**src/rtl/hbtxuart.sv**
```systemverilog
// hbtxuart: 8N1 UART transmitter fed by the hexbus console output arbiter.
// It shifts each byte out LSB first, and o_busy gives back-pressure upstream.
// Optional feature: define HBTXUART_CTS_EN to add the i_cts_n flow-control input.
module hbtxuart #(
  parameter logic [23:0] CLOCKS_PER_BAUD = 24'd868
) (
  input  logic       i_clk,
  input  logic       i_areset_n,
  input  logic       i_stb,
  input  logic [7:0] i_data,
  output logic       o_busy,
  output logic       o_uart_tx
`ifdef HBTXUART_CTS_EN
  ,
  input  logic       i_cts_n
`endif
);

  typedef enum logic [1:0] {S_IDLE, S_START, S_DATA, S_STOP} state_t;

  state_t      state;
  logic [23:0] baud_cnt;
  logic [7:0]  shift_reg;
  logic [3:0]  bit_cnt;
  logic        cts_hold;
  logic        baud_zero;

`ifdef HBTXUART_CTS_EN
  logic [1:0] cts_sync;

  // Two-flop synchroniser for clear-to-send; it resets to "not clear".
  always_ff @(posedge i_clk or negedge i_areset_n) begin
    if (!i_areset_n) cts_sync <= 2'b11;
    else             cts_sync <= {cts_sync[0], i_cts_n};
  end

  assign cts_hold = cts_sync[1];
`else
  assign cts_hold = 1'b0;
`endif

  assign baud_zero = (baud_cnt == '0);

  // Frame sequencer. The line level and busy are registered alongside the state.
  always_ff @(posedge i_clk or negedge i_areset_n) begin
    if (!i_areset_n) begin
      state     <= S_IDLE;
      baud_cnt  <= '0;
      shift_reg <= '1;
      bit_cnt   <= '0;
      o_busy    <= 1'b0;
      o_uart_tx <= 1'b1;
    end else begin
      case (state)
        S_IDLE: begin
          o_uart_tx <= 1'b1;
          if (i_stb && !o_busy) begin
            shift_reg <= i_data;
            state     <= S_START;
            baud_cnt  <= CLOCKS_PER_BAUD - 24'd1;
            o_uart_tx <= 1'b0;
            o_busy    <= 1'b1;
          end else begin
            o_busy <= cts_hold;
          end
        end
        S_START: begin
          if (baud_zero) begin
            state     <= S_DATA;
            bit_cnt   <= '0;
            baud_cnt  <= CLOCKS_PER_BAUD - 24'd1;
            o_uart_tx <= shift_reg[0];
          end else begin
            baud_cnt <= baud_cnt - 24'd1;
          end
        end
        S_DATA: begin
          if (baud_zero) begin
            baud_cnt <= CLOCKS_PER_BAUD - 24'd1;
            if (bit_cnt == 4'd7) begin
              state     <= S_STOP;
              o_uart_tx <= 1'b1;
            end else begin
              bit_cnt   <= bit_cnt + 4'd1;
              shift_reg <= {1'b1, shift_reg[7:1]};
              // The line takes the next bit directly, so it does not wait for the shifted register.
              o_uart_tx <= shift_reg[1];
            end
          end else begin
            baud_cnt <= baud_cnt - 24'd1;
          end
        end
        S_STOP: begin
          if (baud_zero) begin
            state  <= S_IDLE;
            o_busy <= cts_hold;
          end else begin
            baud_cnt <= baud_cnt - 24'd1;
          end
        end
        default: state <= S_IDLE;
      endcase
    end
  end

endmodule

```
**config.mk**
```make
export PLATFORM = sky130hd
export DESIGN_NAME = hbtxuart
export DESIGN_NICKNAME = d
export VERILOG_FILES = /design/src/rtl/hbtxuart.sv
export SDC_FILE = /design/constraint.sdc
export NUM_CORES = 1
export LEC_CHECK = 0
export BUFFER_PORTS_ARGS = -buffer_cell sky130_fd_sc_hd__buf_2
export CAP_MARGIN = 0
export CORE_MARGIN = 5
export CORE_UTILIZATION = 55
export CTS_CLUSTER_SIZE = 40
export DETAILED_ROUTE_END_ITERATION = 8
export HOLD_SLACK_MARGIN = 0.12
export PLACE_DENSITY = 0.73
export SKIP_CTS_REPAIR_TIMING = 1
export SYNTH_ARGS = -nofsm -noshare
export SYNTH_HDL_FRONTEND = slang
export SYNTH_SLANG_ARGS = --single-unit
```
**constraint.sdc**
```tcl
create_clock -name i_clk -period 4.5 [get_ports i_clk]
set_input_delay 0.225 -clock i_clk [delete_from_list [all_inputs] [get_ports i_clk]]
set_output_delay 0.225 -clock i_clk [all_outputs]
set_load 0.02 [all_outputs]
```
==> out/results.txt <==
For the met1 usage in global routing, the log shows 0.2543. In this run, the number of DRC markers left after iteration 0 of detailed routing was 152. Final setup violation count: 0. The run gives 1888 ps as the post-place setup slack. STA classifies the critical path endpoint as a flip-flop.

The class of the most critical hold timing path is in -> async. The core region is 4324 um2. The run gives 0.3005 as the met2 track demand over resource. The layer flagged by global routing as most heavily used is met2. The tools report the setup TNS as 0 ps. Hold is met by 48.80 ps. Based on the critical path, the design can be clocked at up to 373.6 MHz.

Entering global routing, the biggest net connects 41 pins. The run gives 5.589 ps as the final setup skew. The clock drives 40 sinks.

The synthesized design contains 0 enable-type register cells. Sequential fraction of the synthesis area: 0.4149. The power density over the cells is 241.4 nW/um2, and the layout overhead on the synthesized area is 7.077%. Number of antenna violations at the first check in global routing: 0. The critical path is of the reg -> reg type. Excluding fillers, the count of instances in the completed layout stands at 316. Leaving out fill and tap cells, the most frequent cells in the layout are dfrtp_1 (31), nor2_1 (22), a21oi_1 (21). The tree is rooted in a clkbuf_8. Clock tree buffer depth: 2.

The number of cells produced by synthesis was 254; the maximum cell stage delay along the critical path was 1020 ps. The routed length per placed instance came out at 16.88 um. The post-detailed-route via-to-cell ratio is 6.671. The first-pass GRT wire length was 9266 um. Highest-delay cell along the critical path: a211oi_1.

The share of async-settable or async-resettable flops after synthesis was 1.000; the via count of the first global-routing pass was 1994. The most used flip-flop cell after synthesis is dfrtp_1. The tools report the max-slew headroom at the worst pin as 0.1699. The worst path meets setup with 1824 ps of slack.

Fraction of final layout cells sized beyond drive strength 1: 0.2121. During placement, the flow inserted port buffers numbering 12. The number of nets handed over by synthesis was 272. At the end of routability-driven placement, the weighted congestion stood at 0.8570. The routed design has 5334 um of wire.

Including well taps, the total number of placed cells is 308. The maximum ir drop on the vdd rail is 172.1 uV, and the placed wire-length estimate after detailed placement is 3779 um. The logs give 290 ps for the clock latency on the worst-skew pair and 2108 for the total vias in the final route. The analysis attributes to cell leakage a power of 0.8888 nW. Final number of hold-violating endpoints: 0. For this run the aggregate overflow at the end of global routing stands at 0.

For this run, the detailed router's first-pass iteration total came to 5. Clock-pin slew was measured on the worst setup and hold paths at 80 ps. Post-synthesis cell area: 2440 um2.

The number of distinct library cells after synthesis came out at 59. Each instance of the synthesized netlist takes up on average 9.606 um2. The die is 76.61 um wide.

TritonCTS built the clock tree. For the worst setup path, the data arrival time is 2900 ps. For this run, design rule violations remaining after detail routing come to 0. Transition at the pin with the smallest max-transition slack: 1238 ps. The run finished with clean final reports.

The flip-flop and latch count after synthesis was 40. Setup repair after global routing left no endpoint under its margin. The total power consumption of the routed design was 630.6 uW; the flip-flop count of the largest register, all copies and words added was 24.

For the yosys synthesis warning count, the log shows 0. The data required time of the critical path was 4720 ps; the final clock period utilization by the worst path was 0.5948. Total die area: 5868 um2. The run gives 0 as the reported max-cap violation count. The run gives 24 as the total number of placement rows. Subtracting the final worst setup slack from the clock period gives 2676 ps.

Once detail routing completed, the nets flagged for antenna violations numbered 0. The most common cell after layout, fill and taps aside was dfrtp_1. The effective utilization at floorplan was 0.5642; the boundary pin count was 13.

The global routing met3 resource utilization was 0.04374; the die extent in y was 76.61 um. The run gives 0 as the number of pins exceeding their max-slew limit in the final report. The number of nets in the layout is 281. The startpoint class of the critical path was a flip-flop. The final-layout fill cell count is 372, and the global router's overall resource usage is 0.1896.

Traced cell by cell, the critical path runs through inv_1, ha_1, nor3b_1, and3_2, a211oi_1, o41ai_1, a31oi_1. The number of H-tree branching levels came out at 2. 0 antenna diodes ended up in the layout. Buffers inserted during clock tree synthesis total 5. In this run the worst path has a maximum fanout of 12.
critical path, delay by kind of cell (launching register included):
kind,cells,cell delay (ps)
AO/OA/AOI/OAI,3,1470
flip-flops,1,420
AND/OR/NAND/NOR,2,400
adder cells (fa/ha/maj),1,210
buffers and inverters,1,100
power breakdown:
part	total [mW]	switching [mW]	internal (mW)
Combinational	0.0150	0.00876	0.00627
Clock	0.248	0.126	0.122
Sequential	0.367	0.00217	0.365
layout make-up:
cell class              instances  area, um2  share of cell area
clock buffers                   6      82.58             0.03161
repair buffers                 13      67.56             0.02586
flip-flops and latches         40       1012              0.3875
inverters                       6      22.52            0.008621
clock inverters                 2      10.01            0.003831
multi-input cells             197       1353              0.5177
well taps                      52      65.06             0.02490
cells in the mapped netlist (4+ instances only):
library cell,count,area [um2]
dfstp_2,9,236.5
nand2_1,15,56.30
or3_1,12,75.07
a21oi_1,21,105.1
o21ai_0,9,45.04
ha_1,7,87.58
nand3_1,11,55.05
o22a_1,5,43.79
o31ai_1,5,37.54
clkbuf_1,5,18.77
nor2_1,22,82.58
o221a_2,7,78.83
o41ai_1,4,35.03
nor3_1,8,40.04
inv_1,6,22.52
dfrtp_1,31,775.7
nand4_1,5,31.28
a31oi_1,11,68.82
path summary, 6_finish.rpt:
| check | slack, ps | from | depth (start not counted) | to |
|---|---|---|---|---|
| worst max-delay path | 1820 | baud_cnt[0]$_DFFE_PN0P_ | 7 | baud_cnt[19]$_DFFE_PN0P_ |
| worst min-delay path | 50 | i_areset_n | 1 | bit_cnt[0]$_DFFE_PN0P_ |
| worst max register to register | 1820 | baud_cnt[0]$_DFFE_PN0P_ | 7 | baud_cnt[19]$_DFFE_PN0P_ |
| worst min register to register | 510 | baud_cnt[21]$_DFFE_PN0P_ | 1 | baud_cnt[21]$_DFFE_PN0P_ |
| max in group asynchronous | 3900 | i_areset_n | 1 | baud_cnt[7]$_DFFE_PN0P_ |
| min in group i_clk | 270 | i_data[5] | 3 | shift_reg[5]$_DFFE_PN1P_ |
through the flow:
stage,cell area [um2],util
after floorplan,2440,-
after global placement,2520,0.5828
after detailed placement,2520,0.5828
after CTS,2613,0.6042
after global routing,2613,0.6042
final,2613,0.6042
kinds of logic (layout without fill, tap and decap cells):
group | after synthesis | after routing | share of synthesized area
muxes | 3 | 3 | 0.01333
and+or+nand+nor | 100 | 100 | 0.2492
xor gates and xnor gates | 2 | 2 | 0.007181
adders and majority gates | 7 | 7 | 0.03590
AOI/OAI and AO/OA | 85 | 85 | 0.2487
buffers and inverters | 17 | 27 | 0.03076
DFF | 40 | 40 | 0.4149
routing by layer:
layer,up-vias,part of all wire
li1,1014,-
met1,1018,0.48
met2,64,0.46
met3,12,0.043
met4,0,0.016
met5,-,0
(Power assumes the default switching activity.)
